==> src/rtl/store_buffer_if.sv <==
// EX->TL store-buffer port bundle: pipeline slot inputs, load-forward results and the cache drain handshake.
interface store_buffer_if #(
    parameter int ADDR_W = 32,
    parameter int DATA_W = 32
);
    logic              in_valid;
    logic              in_store;
    logic              in_load;
    logic              in_isbyte;
    logic [ADDR_W-1:0] in_addr;
    logic [DATA_W-1:0] in_wdata;
    logic              stall;
    logic              fwd_hit;
    logic [DATA_W-1:0] fwd_data;
    logic              dc_req_valid;
    logic              dc_req_ready;
    logic [ADDR_W-1:0] dc_req_addr;
    logic [DATA_W-1:0] dc_req_data;
    logic              dc_req_isbyte;
    logic              empty;

    modport master (
        output in_valid, in_store, in_load, in_isbyte, in_addr, in_wdata, dc_req_ready,
        input  stall, fwd_hit, fwd_data, dc_req_valid, dc_req_addr, dc_req_data, dc_req_isbyte, empty
    );
    modport slave (
        input  in_valid, in_store, in_load, in_isbyte, in_addr, in_wdata, dc_req_ready,
        output stall, fwd_hit, fwd_data, dc_req_valid, dc_req_addr, dc_req_data, dc_req_isbyte, empty
    );
endinterface

==> src/rtl/store_buffer.sv <==
// Committed-store FIFO between EX and the data-cache write port, with load lookup against queued stores.
// Define STORE_BUF_FWD_EN to forward matching store data to loads instead of stalling on every overlap.
module store_buffer #(
    parameter int DEPTH  = 4,
    parameter int ADDR_W = 32,
    parameter int DATA_W = 32
) (
    input logic          clk,
    input logic          rst,
    store_buffer_if.slave sb
);
    localparam int PW = $clog2(DEPTH);

    logic [DEPTH-1:0][ADDR_W-1:0] e_addr;
    logic [DEPTH-1:0][DATA_W-1:0] e_data;
    logic [DEPTH-1:0]             e_vld;
    logic [DEPTH-1:0]             e_byte;
    logic [PW-1:0]                head, tail;
    logic [PW:0]                  count;
    logic                         full, emp, enq, deq, lookup, conflict, hit;
    logic [DATA_W-1:0]            data;
    logic [DEPTH-1:0]             mvec;

    assign full   = (count == (PW+1)'(DEPTH));
    assign emp    = (count == '0);
    assign enq    = sb.in_valid & sb.in_store & !full;
    assign deq    = !emp & sb.dc_req_ready;
    assign lookup = sb.in_valid & sb.in_load;

    always_ff @(posedge clk) begin
        if (rst) begin
            head  <= '0;
            tail  <= '0;
            count <= '0;
            e_vld <= '0;
        end else begin
            if (enq) begin
                e_addr[tail] <= sb.in_addr;
                e_data[tail] <= sb.in_wdata;
                e_byte[tail] <= sb.in_isbyte;
                e_vld[tail]  <= 1'b1;
                tail         <= tail + PW'(1);
            end
            // enq and deq never target the same slot: that needs count 0 or DEPTH
            if (deq) begin
                e_vld[head] <= 1'b0;
                head        <= head + PW'(1);
            end
            case ({enq, deq})
                2'b10:   count <= count + (PW+1)'(1);
                2'b01:   count <= count - (PW+1)'(1);
                default: count <= count;
            endcase
        end
    end

    for (genvar i = 0; i < DEPTH; i++) begin : g_match
        assign mvec[i] = e_vld[i] & (e_addr[i][ADDR_W-1:2] == sb.in_addr[ADDR_W-1:2]);
    end

`ifdef STORE_BUF_FWD_EN
    logic [PW-1:0]     yi;
    logic              found;
    logic [DATA_W-1:0] lane;

    always_comb begin
        found    = 1'b0;
        yi       = '0;
        // walk oldest to youngest so the last match is the youngest store
        for (int k = 0; k < DEPTH; k++) begin
            if (mvec[head + PW'(k)]) begin
                found = 1'b1;
                yi    = head + PW'(k);
            end
        end
        lane     = e_data[yi] >> {sb.in_addr[1:0], 3'b000};
        hit      = 1'b0;
        data     = '0;
        conflict = 1'b0;
        if (lookup && found) begin
            if (!e_byte[yi]) begin
                hit  = 1'b1;
                data = sb.in_isbyte ? {{(DATA_W-8){1'b0}}, lane[7:0]} : e_data[yi];
            end else if (sb.in_isbyte && e_addr[yi][1:0] == sb.in_addr[1:0]) begin
                hit  = 1'b1;
                data = {{(DATA_W-8){1'b0}}, e_data[yi][7:0]};
            end else begin
                conflict = 1'b1;
            end
        end
    end
`else
    assign conflict = lookup & (|mvec);
    assign hit      = 1'b0;
    assign data     = '0;
`endif

    assign sb.stall         = sb.in_valid & ((sb.in_store & full) | (sb.in_load & conflict));
    assign sb.fwd_hit       = hit;
    assign sb.fwd_data      = data;
    assign sb.dc_req_valid  = !emp;
    assign sb.dc_req_addr   = e_addr[head];
    assign sb.dc_req_data   = e_data[head];
    assign sb.dc_req_isbyte = e_byte[head];
    assign sb.empty         = emp;
endmodule

==> src/flat_wrapper.sv <==
// flat-port wrapper written by rule: the top's interface ports become plain ports
module store_buffer_flat 
#(
    parameter int DEPTH  = 4,
    parameter int ADDR_W = 32,
    parameter int DATA_W = 32
)
  (clk, rst, sb_in_valid, sb_in_store, sb_in_load, sb_in_isbyte, sb_in_addr, sb_in_wdata, sb_dc_req_ready, sb_stall, sb_fwd_hit, sb_fwd_data, sb_dc_req_valid, sb_dc_req_addr, sb_dc_req_data, sb_dc_req_isbyte, sb_empty);
  store_buffer_if #(.ADDR_W(ADDR_W), .DATA_W(DATA_W)) sb_i ();
  input logic clk;
  input logic rst;
  input wire logic [$bits(sb_i.in_valid)-1:0] sb_in_valid;
  input wire logic [$bits(sb_i.in_store)-1:0] sb_in_store;
  input wire logic [$bits(sb_i.in_load)-1:0] sb_in_load;
  input wire logic [$bits(sb_i.in_isbyte)-1:0] sb_in_isbyte;
  input wire logic [$bits(sb_i.in_addr)-1:0] sb_in_addr;
  input wire logic [$bits(sb_i.in_wdata)-1:0] sb_in_wdata;
  input wire logic [$bits(sb_i.dc_req_ready)-1:0] sb_dc_req_ready;
  output wire logic [$bits(sb_i.stall)-1:0] sb_stall;
  output wire logic [$bits(sb_i.fwd_hit)-1:0] sb_fwd_hit;
  output wire logic [$bits(sb_i.fwd_data)-1:0] sb_fwd_data;
  output wire logic [$bits(sb_i.dc_req_valid)-1:0] sb_dc_req_valid;
  output wire logic [$bits(sb_i.dc_req_addr)-1:0] sb_dc_req_addr;
  output wire logic [$bits(sb_i.dc_req_data)-1:0] sb_dc_req_data;
  output wire logic [$bits(sb_i.dc_req_isbyte)-1:0] sb_dc_req_isbyte;
  output wire logic [$bits(sb_i.empty)-1:0] sb_empty;
  assign sb_i.in_valid = sb_in_valid;
  assign sb_i.in_store = sb_in_store;
  assign sb_i.in_load = sb_in_load;
  assign sb_i.in_isbyte = sb_in_isbyte;
  assign sb_i.in_addr = sb_in_addr;
  assign sb_i.in_wdata = sb_in_wdata;
  assign sb_i.dc_req_ready = sb_dc_req_ready;
  assign sb_stall = sb_i.stall;
  assign sb_fwd_hit = sb_i.fwd_hit;
  assign sb_fwd_data = sb_i.fwd_data;
  assign sb_dc_req_valid = sb_i.dc_req_valid;
  assign sb_dc_req_addr = sb_i.dc_req_addr;
  assign sb_dc_req_data = sb_i.dc_req_data;
  assign sb_dc_req_isbyte = sb_i.dc_req_isbyte;
  assign sb_empty = sb_i.empty;
  store_buffer #(.DEPTH(DEPTH), .ADDR_W(ADDR_W), .DATA_W(DATA_W)) u_core (.clk(clk), .rst(rst), .sb(sb_i));
endmodule
==> config.mk <==
export PLATFORM = sky130hd
export DESIGN_NAME = store_buffer_flat
export DESIGN_NICKNAME = d
export VERILOG_FILES = /design/src/rtl/store_buffer_if.sv /design/src/rtl/store_buffer.sv /design/src/flat_wrapper.sv
export SDC_FILE = /design/constraint.sdc
export NUM_CORES = 1
export LEC_CHECK = 0
export ABC_AREA = 1
export BUFFER_PORTS_ARGS = -buffer_cell sky130_fd_sc_hd__buf_2
export CELL_PAD_IN_SITES_DETAIL_PLACEMENT = 1
export CELL_PAD_IN_SITES_GLOBAL_PLACEMENT = 1
export CORE_MARGIN = 1.5
export CORE_UTILIZATION = 40
export DETAILED_ROUTE_END_ITERATION = 6
export GPL_ROUTABILITY_DRIVEN = 0
export GPL_TIMING_DRIVEN = 0
export PLACE_DENSITY = 0.75
export SYNTH_ARGS = -nofsm -noshare
export SYNTH_HDL_FRONTEND = slang
export SYNTH_SLANG_ARGS = --single-unit
export TNS_END_PERCENT = 50
==> constraint.sdc <==
create_clock -name clk -period 5 [get_ports clk]
set_input_delay 0.25 -clock clk [delete_from_list [all_inputs] [get_ports clk]]
set_output_delay 0.25 -clock clk [all_outputs]
set_load 0.05 [all_outputs]
==> reports/metrics.cfg <==
[worst_setup_path]
worstSetupStartpointType = register
r2r_start = u_core.count[0]
rr_worst_depth = 6
r2r_slack_ns = 2.47
crit_required_ns = 4.75
end_kind = output port
worstPathMaxFanout = 10
path_class = reg2out
cp.arrival_ns = 2.77
r2r-end = u_core.e_addr[103]

[cells_and_area]
final_layout_size_suffix_gt1_share_pct = 16.24
design_area_sq_um = 15590
syn2layout_area_growth_pct = 24.11
nets = 1627
layoutNonFillerInstCount = 1967
fin_util_pct = 50.70
fillers = 3502

[sta]
finalCriticalPeriod_ns = 3.015
clock_skew_ns = 0.04957
finalHoldViolations = 0
worst_hold_slack_ns = 0.02490
slew_viol_final = 0
slew_headroom_pct = 43.23
max_freq_mhz = 331.6
finalSetupTns_ns = 0
grt_setup_unrepaired = no
worstMarginPinSlew_ns = 0.8515
setup_violations = 0
finalCritPeriodShare_pct = 60.31

[placement]
place_area_sq_um = 14080
placedCellCount = 1855
portBuffers = 138
dp_hpwl_mm = 28.34

[global_route]
grt_use_total_pct = 24.70
grt_max_degree = 29
grt_pass1_wl_mm = 61.28
antenna_found_initial = 1
grt_overflow_total = 0
grt_pass1_vias = 10640

[route]
first_pass_iters = 7
drt_wl_total_mm = 40.19
drc = 13
num_vias = 10120
routedWlPerCell_microns = 20.43
antenna_left = 0
drt-initial-drc-count = 704
via_per_inst = 5.146

[clock_tree]
clock_latency_ns = 0.59
numCtsBuffers = 30
cts_resized = 0
cts_tree = done
cts-root-buf = clkbuf_16
cts_max_path_buffers = 3
htreeDepth = 1
cts.sinks = 271
path_clk_slew_ns = 0.06

[yosys]
synth-seq-cells = 271
ys_warn_count = 0
yosysUniqueCellTypes = 25
synthCells = 1280
seq_area_frac_synth_pct = 63.91
syn_area_sq_um = 12560
syn-mean-instance-area_sq_um = 9.813

[min_path]
hp-start = sb_in_addr[18]
hold_path_end = u_core.e_addr[18]
holdPathStages = 1
holdCritPathClass = in2reg

[run_status]
status = finished, violations left
violations = design-rule violations

[floorplan]
die_y_microns = 180.2
start_util_pct = 40.85
core_sq_um = 30750
fp.dieW_microns = 180.2
rows = 64
pin_count = 172
dieArea_sq_um = 32470

[pwr]
power_density_nw_per_um2 = 501.9
peakVddDrop_uv = 372.1
power_leakage_nw = 6.479

[flow_run]
drv_cap = 0

[cell usage after synthesis (all sizes together)]
master,count,share of area (%)
nor2,175,5.2
a221oi,4,0.28
nand2,329,9.8
dfxtp,11,1.8
nand3,5,0.20
nor3,2,0.12
ha,9,0.90
buf,48,2.8
conb,1,0.030
xnor2,8,0.56
inv,133,4.0
o21ai,144,5.7
o21a,1,0.060
a211oi,3,0.18
a21oi,72,2.9
edfxtp,260,62
fa,1,0.16
o22ai,42,2.1
clkbuf,29,0.87
xor2,3,0.21
[registers in the layout (all words and copies together) (netlist names)]
| signal | cells |
|---|---|
| u_core.count | 3 |
| u_core.e_addr | 128 |
| u_core.e_byte | 4 |
| u_core.e_data | 128 |
| u_core.e_vld | 4 |
| u_core.head | 2 |
| u_core.tail | 2 |
[layout by cell type, fill, tap and decap left out, types with 5 or more instances in the layout]
cell type / n
a21oi_1: 72
edfxtp_1: 260
dfxtp_1: 11
clkinv_1: 6
buf_12: 8
buf_4: 42
buf_2: 143
o22ai_1: 42
clkbuf_1: 37
clkbuf_16: 30
o21ai_1: 7
o21ai_0: 137
nand3_1: 5
dlygate4sd3_1: 55
clkinv_2: 5
nand2_1: 329
inv_2: 13
inv_1: 120
ha_1: 9
xnor2_1: 8
nor2_1: 171
conb_1: 33
[logic make-up (layout without fill, tap and decap cells)]
family,Yosys count,count (layout),synth area share (%)
fa+ha+maj,10,10,1.056
buf+inv,210,468,7.640
compound gates,266,266,11.22
simple gates,511,511,15.38
other cells,1,34,0.02985
xor+xnor,11,11,0.7671
flops,271,271,63.91
[cell type report]
type | count | area [sq um] | area share (%)
buffer | 77 | 460.4 | 2.954
antenna | 1 | 2.502 | 0.01605
clock inverter | 14 | 115.1 | 0.7384
multi-input combinational | 831 | 3724 | 23.89
tap | 396 | 495.5 | 3.178
inverter | 133 | 499.2 | 3.203
clock buffer | 42 | 835.8 | 5.362
sequential | 271 | 8028 | 51.50
timing repair buffer | 202 | 1429 | 9.166
[metal layers]
metal / track usage [%] / share of wire [%]
met1: 31.23 / 41
met2: 42.73 / 49
met3: 4.386 / 6.6
met4: 8.437 / 3.2
met5: 0 / 0
[metrics by stage]
step	setup slack, ns	power [mW]
2_1_floorplan	1.014	4.750
3_3_place_gp	-1.727	5.624
3_5_place_dp	2.426	5.695
4_1_cts	1.996	7.852
5_1_grt	1.913	8.106
6_report	1.985	7.824
[critical path: stages (launching register included)]
cell and delay (ns):
dfxtp_1 0.45, inv_2 0.25, clkbuf_1 0.61, o21ai_0 0.22, o21ai_0 0.30, buf_2 0.35
[power by group]
group	switching [mW]	total (mW)	leakage (nW)	internal, mW
Combinational	2.41	3.09	3.58	0.677
Sequential	0.0483	2.61	2.44	2.56
Clock	0.912	2.13	0.463	1.22
Total	3.37	7.82	6.48	4.45
[worst max-delay path by stage]
stage | startpoint | to | slack (ns) | cells after the start
detailed placement | u_core.count[0] | u_core.e_data[107] | 2.43 | 6
CTS | u_core.head[1] | sb_dc_req_addr[5] | 2.00 | 5
global route | u_core.head[1] | sb_dc_req_addr[5] | 1.91 | 5
global placement | u_core.count[0] | u_core.e_data[107] | -1.73 | 4
floorplan | u_core.count[0] | u_core.e_addr[0] | 1.01 | 4
finish | u_core.head[1] | sb_dc_req_addr[5] | 1.98 | 5
[timing repair]
action                    CTS  global route
setup buffers               0             0
hold buffers               55             0
hold endpoints to repair  219             0
(Power assumes the default switching activity.)
